## config.mk

```make
export PLATFORM = sky130hd
export DESIGN_NAME = imem_load_arbiter
export DESIGN_NICKNAME = d
export VERILOG_FILES = /design/src/rtl/imem_load_arbiter.sv
export SDC_FILE = /design/constraint.sdc
export NUM_CORES = 1
export LEC_CHECK = 0
export ABC_AREA = 1
export BUFFER_PORTS_ARGS = -buffer_cell sky130_fd_sc_hd__buf_2
export CELL_PAD_IN_SITES_DETAIL_PLACEMENT = 0
export CELL_PAD_IN_SITES_GLOBAL_PLACEMENT = 1
export CORE_ASPECT_RATIO = 0.8
export CORE_UTILIZATION = 30
export CTS_CLUSTER_SIZE = 8
export DETAILED_ROUTE_END_ITERATION = 10
export PLACE_DENSITY_LB_ADDON = 0.1
export SLEW_MARGIN = 20
export SYNTH_ARGS = -nofsm -noshare
export SYNTH_HDL_FRONTEND = slang
export SYNTH_SLANG_ARGS = --single-unit
```

## constraint.sdc

```tcl
create_clock -name clk -period 4.3 [get_ports clk]
set_clock_uncertainty 0.2 [all_clocks]
set_input_delay 0.86 -clock clk [delete_from_list [all_inputs] [get_ports clk]]
set_output_delay 0.86 -clock clk [all_outputs]
set_load 0.02 [all_outputs]
```

## src/rtl/imem_load_arbiter.sv

```systemverilog
// Purpose: shares the instruction-memory address/write port between fetch and a byte-serial image loader.
// Latency: grant/address/write-enable are combinational; fetch_fault and load_err are registered (1 cycle).
// Backpressure: byte_ready is high only in LOAD without abort; fetch is stalled (fetch_grant=0) in LOAD/DRAIN.
module imem_load_arbiter #(
   parameter int INST_MEM_DEPTH = 2048,
   parameter int WORD_CNT_W     = 10
) (
   input  logic                  clk,
   input  logic                  rst,
   input  logic [31:0]           fetch_addr,
   output logic                  fetch_grant,
   output logic                  fetch_fault,
   input  logic                  load_start,
   input  logic [31:0]           load_base,
   input  logic [WORD_CNT_W-1:0] load_words,
   input  logic                  load_abort,
   input  logic                  byte_valid,
   input  logic [7:0]            byte_data,
   output logic                  byte_ready,
   output logic [31:0]           mem_addr,
   output logic [3:0]            mem_we,
   output logic [31:0]           mem_wdata,
   output logic                  load_busy,
   output logic                  load_done,
   output logic                  load_err
);

   typedef enum logic [1:0] {S_IDLE, S_LOAD, S_DRAIN} state_t;

   localparam logic [WORD_CNT_W-1:0] ONE_W = WORD_CNT_W'(1);

   state_t                r_state;
   state_t                w_next;
   logic [1:0]            r_lane_cnt;
   logic [WORD_CNT_W-1:0] r_word_cnt;
   logic [WORD_CNT_W-1:0] r_count;
   logic [31:0]           r_base;
   logic                  r_fetch_fault;
   logic                  r_load_err;

   logic [32:0]           w_req_end;
   logic                  w_req_ok;
   logic                  w_fetch_bad;
   logic                  w_accept;
   logic                  w_last_byte;

   // End of the requested region is formed in 33 bits so a base near 2^32 cannot wrap past the bound.
   assign w_req_end   = {1'b0, load_base} + 33'({load_words, 2'b00});
   assign w_req_ok    = (load_base[1:0] == 2'b00) && (load_words != '0) &&
                        (w_req_end <= 33'(INST_MEM_DEPTH));
   assign w_fetch_bad = (fetch_addr[1:0] != 2'b00) || (fetch_addr >= 32'(INST_MEM_DEPTH));
   // Abort wins over a byte offered in the same cycle.
   assign w_accept    = (r_state == S_LOAD) && byte_valid && !load_abort;
   assign w_last_byte = w_accept && (r_lane_cnt == 2'd3) && (r_word_cnt == r_count - ONE_W);

   assign mem_wdata   = {4{byte_data}};
   assign fetch_fault = r_fetch_fault;
   assign load_err    = r_load_err;

   // State register
   always_ff @(posedge clk) begin
      if (rst) r_state <= S_IDLE;
      else     r_state <= w_next;
   end

   // Next-state decode
   always_comb begin
      w_next = r_state;
      case (r_state)
         S_IDLE:  if (load_start && w_req_ok) w_next = S_LOAD;
         S_LOAD: begin
            if (load_abort)       w_next = S_IDLE;
            else if (w_last_byte) w_next = S_DRAIN;
         end
         S_DRAIN: w_next = S_IDLE;
         default: w_next = S_IDLE;
      endcase
   end

   // Load bookkeeping (base, count, lane/word counters) and registered status flags
   always_ff @(posedge clk) begin
      if (rst) begin
         r_lane_cnt    <= 2'd0;
         r_word_cnt    <= '0;
         r_count       <= '0;
         r_base        <= '0;
         r_fetch_fault <= 1'b0;
         r_load_err    <= 1'b0;
      end else begin
         r_fetch_fault <= (r_state == S_IDLE) && w_fetch_bad;
         r_load_err    <= (r_state == S_IDLE) && load_start && !w_req_ok;
         if ((r_state == S_IDLE) && load_start && w_req_ok) begin
            r_base     <= load_base;
            r_count    <= load_words;
            r_lane_cnt <= 2'd0;
            r_word_cnt <= '0;
         end else if (w_accept) begin
            r_lane_cnt <= r_lane_cnt + 2'd1;
            if (r_lane_cnt == 2'd3) r_word_cnt <= r_word_cnt + ONE_W;
         end
      end
   end

   // Output decode: port ownership, write strobes and status
   always_comb begin
      fetch_grant = 1'b0;
      byte_ready  = 1'b0;
      mem_we      = 4'b0000;
      mem_addr    = r_base + 32'({r_word_cnt, 2'b00});
      load_busy   = 1'b0;
      load_done   = 1'b0;
      case (r_state)
         S_IDLE: begin
            fetch_grant = 1'b1;
            mem_addr    = {fetch_addr[31:2], 2'b00};
         end
         S_LOAD: begin
            byte_ready = !load_abort;
            load_busy  = 1'b1;
            if (w_accept) mem_we = 4'b0001 << r_lane_cnt;
         end
         S_DRAIN: begin
            load_busy = 1'b1;
            load_done = 1'b1;
         end
         default: ;
      endcase
   end

endmodule

```

==> summary.json <==
{
  "status": {"value": "finished, final reports clean"},
  "post-route-period-util": {"value": 94.3, "unit": "%"},
  "worstHoldEndpoint": {"value": "r_base[0]$_SDFFE_PP0P_"},
  "regToRegStartpoint": {"value": "r_count[0]$_SDFFE_PP0P_"},
  "synth_edf_count": {"value": 0},
  "netlist_area": {"value": 0.00566, "unit": "mm²"},
  "fmax": {"value": 0.247, "unit": "GHz"},
  "combinationalPowerShare": {"value": 15.9, "unit": "%"},
  "startpoint_type": {"value": "register"},
  "critical_path_depth": {"value": 14},
  "synth_async_sr_flop_share": {"value": 0, "unit": "%"},
  "design_area": {"value": 0.00664, "unit": "mm²"},
  "post_drt_wl_per_cell": {"value": 13.4, "unit": "µm"},
  "finish.net_count": {"value": 1142},
  "hold_class": {"value": "reg -> reg"},
  "die_area": {"value": 0.0194, "unit": "mm²"},
  "vias_per_cell": {"value": 4.45},
  "synth_ff_type": {"value": "sky130_fd_sc_hd__dfxtp_1"},
  "critical_path_buf_inv_count": {"value": 3},
  "syn_inst": {"value": 936},
  "swShare": {"value": 25.9, "unit": "%"},
  "maxSlewHeadroom": {"value": 62.4, "unit": "%"},
  "setup_violation_total_in_the_final_timing_report": {"value": 0},
  "count_of_buffers_inserted_at_the_top_level_ports": {"value": 120},
  "fillCellCount": {"value": 2119},
  "synth-seq-area-share": {"value": 20.5, "unit": "%"},
  "numCtsBuffers": {"value": 9},
  "min_path_cells": {"value": 2},
  "p_sw": {"value": 0.424, "unit": "mW"},
  "timing.critical_path.mode_cell": {"value": "sky130_fd_sc_hd__inv_1"},
  "ir_drop": {"value": 197, "unit": "µV"},
  "first_global_vias": {"value": 5504},
  "detail-route-antenna-nets": {"value": 0},
  "antenna_found_initial": {"value": 0},
  "power.static_leakage": {"value": 3.40, "unit": "nW"},
  "worstPathMaxFanout": {"value": 4},
  "min-delay-start": {"value": "r_base[0]$_SDFFE_PP0P_"},
  "vias": {"value": 5710},
  "placed_cells_incl_taps": {"value": 1266},
  "period_minus_slack": {"value": 4050, "unit": "ps"},
  "areaGrowthSynthToFinish": {"value": 17.5, "unit": "%"},
  "cts.path.max_buffers": {"value": 2},
  "path_delay_family": {"value": "compound AO/OA/AOI/OAI gates"},
  "synth_cell_types": {"value": 47},
  "postSynthNetCount": {"value": 1054},
  "layout-drive-gt1-share": {"value": 20.2, "unit": "%"},
  "drt_first_iter_violations": {"value": 272},
  "clock_transition_time_at_the_flip_flop_clock_pins_of_the_worst_setup_and_hold_paths": {"value": 50, "unit": "ps"},
  "crit_path_cells": {"value": "ha_1, inv_1, fa_1, o21ai_2, nand3_1, o211ai_1, inv_1, nor2_2, nand2_2, nor3_4, nand4_1, o21ai_0, o21a_1, buf_2"},
  "cap_viol_max_count": {"value": 0},
  "slew_violations": {"value": 0},
  "grt_first_pass_wirelength": {"value": 28.0, "unit": "mm"},
  "groute.usage.overall": {"value": 18.2, "unit": "%"},
  "design.core.area": {"value": 0.0183, "unit": "mm²"},
  "placed_wire_length_estimate": {"value": 14.2, "unit": "mm"},
  "critical_path_arrival": {"value": 2990, "unit": "ps"},
  "initial_core_util": {"value": 30.9, "unit": "%"},
  "reg2reg_to": {"value": "r_state[0]$_SDFFE_PP0P_"},
  "drt_pass1_iterations": {"value": 4},
  "reg2regPathDepth": {"value": 11},
  "htree_num_levels": {"value": 3},
  "diodes": {"value": 0},
  "place_congestion": {"value": 0.821},
  "synth_warnings": {"value": 0},
  "number_of_storage_elements_in_the_synthesis_netlist": {"value": 58},
  "critical-path-slowest-cell": {"value": "sky130_fd_sc_hd__fa_1"},
  "cts_hold_buf": {"value": 0},
  "power.density_cell_area": {"value": 247, "unit": "mW/mm²"},
  "cts_tree": {"value": "done"},
  "r2r_slack": {"value": 1780, "unit": "ps"},
  "setup_ws": {"value": 247, "unit": "ps"},
  "drc_errors": {"value": 0},
  "critical_path_required": {"value": 3240, "unit": "ps"},
  "critPathCaptureType": {"value": "primary output"},
  "internal-power": {"value": 1.21, "unit": "mW"},
  "worst_path_largest_cell_delay": {"value": 420, "unit": "ps"},
  "dpl_worst_slack": {"value": 194, "unit": "ps"},
  "setup.worst_path.start": {"value": "r_base[2]$_SDFFE_PP0P_"},
  "setup.worst_path.class": {"value": "reg -> out"},
  "wirelength": {"value": 17.1, "unit": "mm"},
  "largest_net_degree_at_the_start_of_global_routing": {"value": 44},
  "hold_viol_final": {"value": 0},
  "row_count": {"value": 44},
  "worst_skew_pair.late_latency": {"value": 330, "unit": "ps"},
  "io_pins": {"value": 161},
  "worst_hold_slack": {"value": 253, "unit": "ps"},
  "cell_area_after_placement": {"value": 0.00626, "unit": "mm²"},
  "clock_sinks": {"value": 58},
  "root_buffer": {"value": "sky130_fd_sc_hd__clkbuf_16"},
  "final-instance-count-excl-fill": {"value": 1282},
  "max_slew.worst_pin.slew": {"value": 564, "unit": "ps"},
  "dieWidth": {"value": 156, "unit": "µm"},
  "grt-ovfl-total": {"value": 0},
  "chipHeight": {"value": 125, "unit": "µm"},
  "power.clock.fraction": {"value": 51.2, "unit": "%"},
  "postSynthAreaPerCell": {"value": 6.04, "unit": "µm²"},
  "power.share.sequential": {"value": 32.9, "unit": "%"}
}
how the worst max path moves through the flow:
stage / endpoint
after global placement: mem_addr[28]
after floorplan: mem_addr[28]
after detailed placement: mem_addr[28]
after global routing: mem_addr[28]
final: mem_addr[28]
after CTS: mem_addr[28]
state kept, by name, summed over array words and instances (netlist names):
signal / count
r_state: 2
r_count: 10
fetch_fault: 1
load_err: 1
r_lane_cnt: 2
r_word_cnt: 10
r_base: 32
kinds of logic (layout without fill, tap and decap cells):
family	count (synthesis)	after routing	synth area share, %
simple gates	536	536	42.8
buf+inv	184	277	15.4
compound gates	99	99	9.82
flops	58	58	20.5
fa+ha+maj	31	31	7.12
xor+xnor	28	28	4.34
stage by stage:
step / util [%] / TNS [ps] / power [mW]
global placement: 34.3 / 0 / 0.815
floorplan: - / 0 / 0.748
global route: 36.3 / -0.502 / 1.72
finish: 36.3 / 0 / 1.64
detailed placement: 34.3 / 0 / 0.813
CTS: 36.2 / 0 / 1.66
cell usage after synthesis, drive strengths merged, types with 8 or more instances:
library cell	n	area, µm²
nand2	255	977
or2	8	50.1
nand4	22	153
o21ai	53	265
xnor2	9	78.8
nor3	13	65.1
dfxtp	58	1160
xor2	19	166
inv	133	504
nand3	72	385
clkbuf	8	30.0
nor2	146	654
buf	41	327
a21oi	27	150
ha	29	363
worst register-to-register path, cell delays in order (launching register included):
cell                      delay [ps]
sky130_fd_sc_hd__dfxtp_1         400
sky130_fd_sc_hd__inv_1           130
sky130_fd_sc_hd__ha_1            310
sky130_fd_sc_hd__xor2_1          150
sky130_fd_sc_hd__nand3_1          90
sky130_fd_sc_hd__nor4_1          290
sky130_fd_sc_hd__nor4b_1         330
sky130_fd_sc_hd__nand4_1         150
sky130_fd_sc_hd__nand2_1         150
sky130_fd_sc_hd__nand2_1          90
sky130_fd_sc_hd__nand2_1          80
sky130_fd_sc_hd__a21oi_2          50
power by group through the flow:
stage | Combinational, mW | Clock, mW | Sequential (mW)
2_1_floorplan | 0.196 | 0 | 0.552
3_3_place_gp | 0.265 | 0 | 0.551
3_5_place_dp | 0.262 | 0 | 0.551
4_1_cts | 0.263 | 0.858 | 0.539
5_1_grt | 0.294 | 0.884 | 0.539
6_report | 0.260 | 0.839 | 0.539
area by class of cell:
| cell class | count | area (µm²) | share of cell area [%] |
|---|---|---|---|
| inverters | 135 | 512 | 7.70 |
| multi-input cells | 694 | 3650 | 55.0 |
| well taps | 253 | 317 | 4.76 |
| clock buffers | 10 | 239 | 3.60 |
| repair buffers | 126 | 646 | 9.72 |
| clock inverters | 6 | 114 | 1.71 |
| flip-flops and latches | 58 | 1160 | 17.5 |
repair_timing:
item,in CTS,in global routing
pin swaps,0,1
endpoints found under the setup margin,3,9
gates cloned,0,0
setup buffers,0,0
gates resized for setup,3,8
placed cells by master (no fill, tap or decap), drive strengths merged, types with 9 or more instances in the layout:
cell	netlist	routed
nor2	146	146
nand2	255	255
xor2	19	19
buf	41	126
o21ai	53	53
nand3	72	72
nand4	22	22
nor3	13	13
ha	29	29
inv	133	133
xnor2	9	9
a21oi	27	27
clkbuf	8	10
dfxtp	58	58
per-layer routing:
layer	global-route usage, %	vias up	share of wire (%)
met5	0	-	0
met4	5.19	0	1.0
met3	1.98	11	4.1
met2	29.0	114	44
met1	25.7	2464	51
li1	-	3121	-
(Power assumes the default switching activity.)
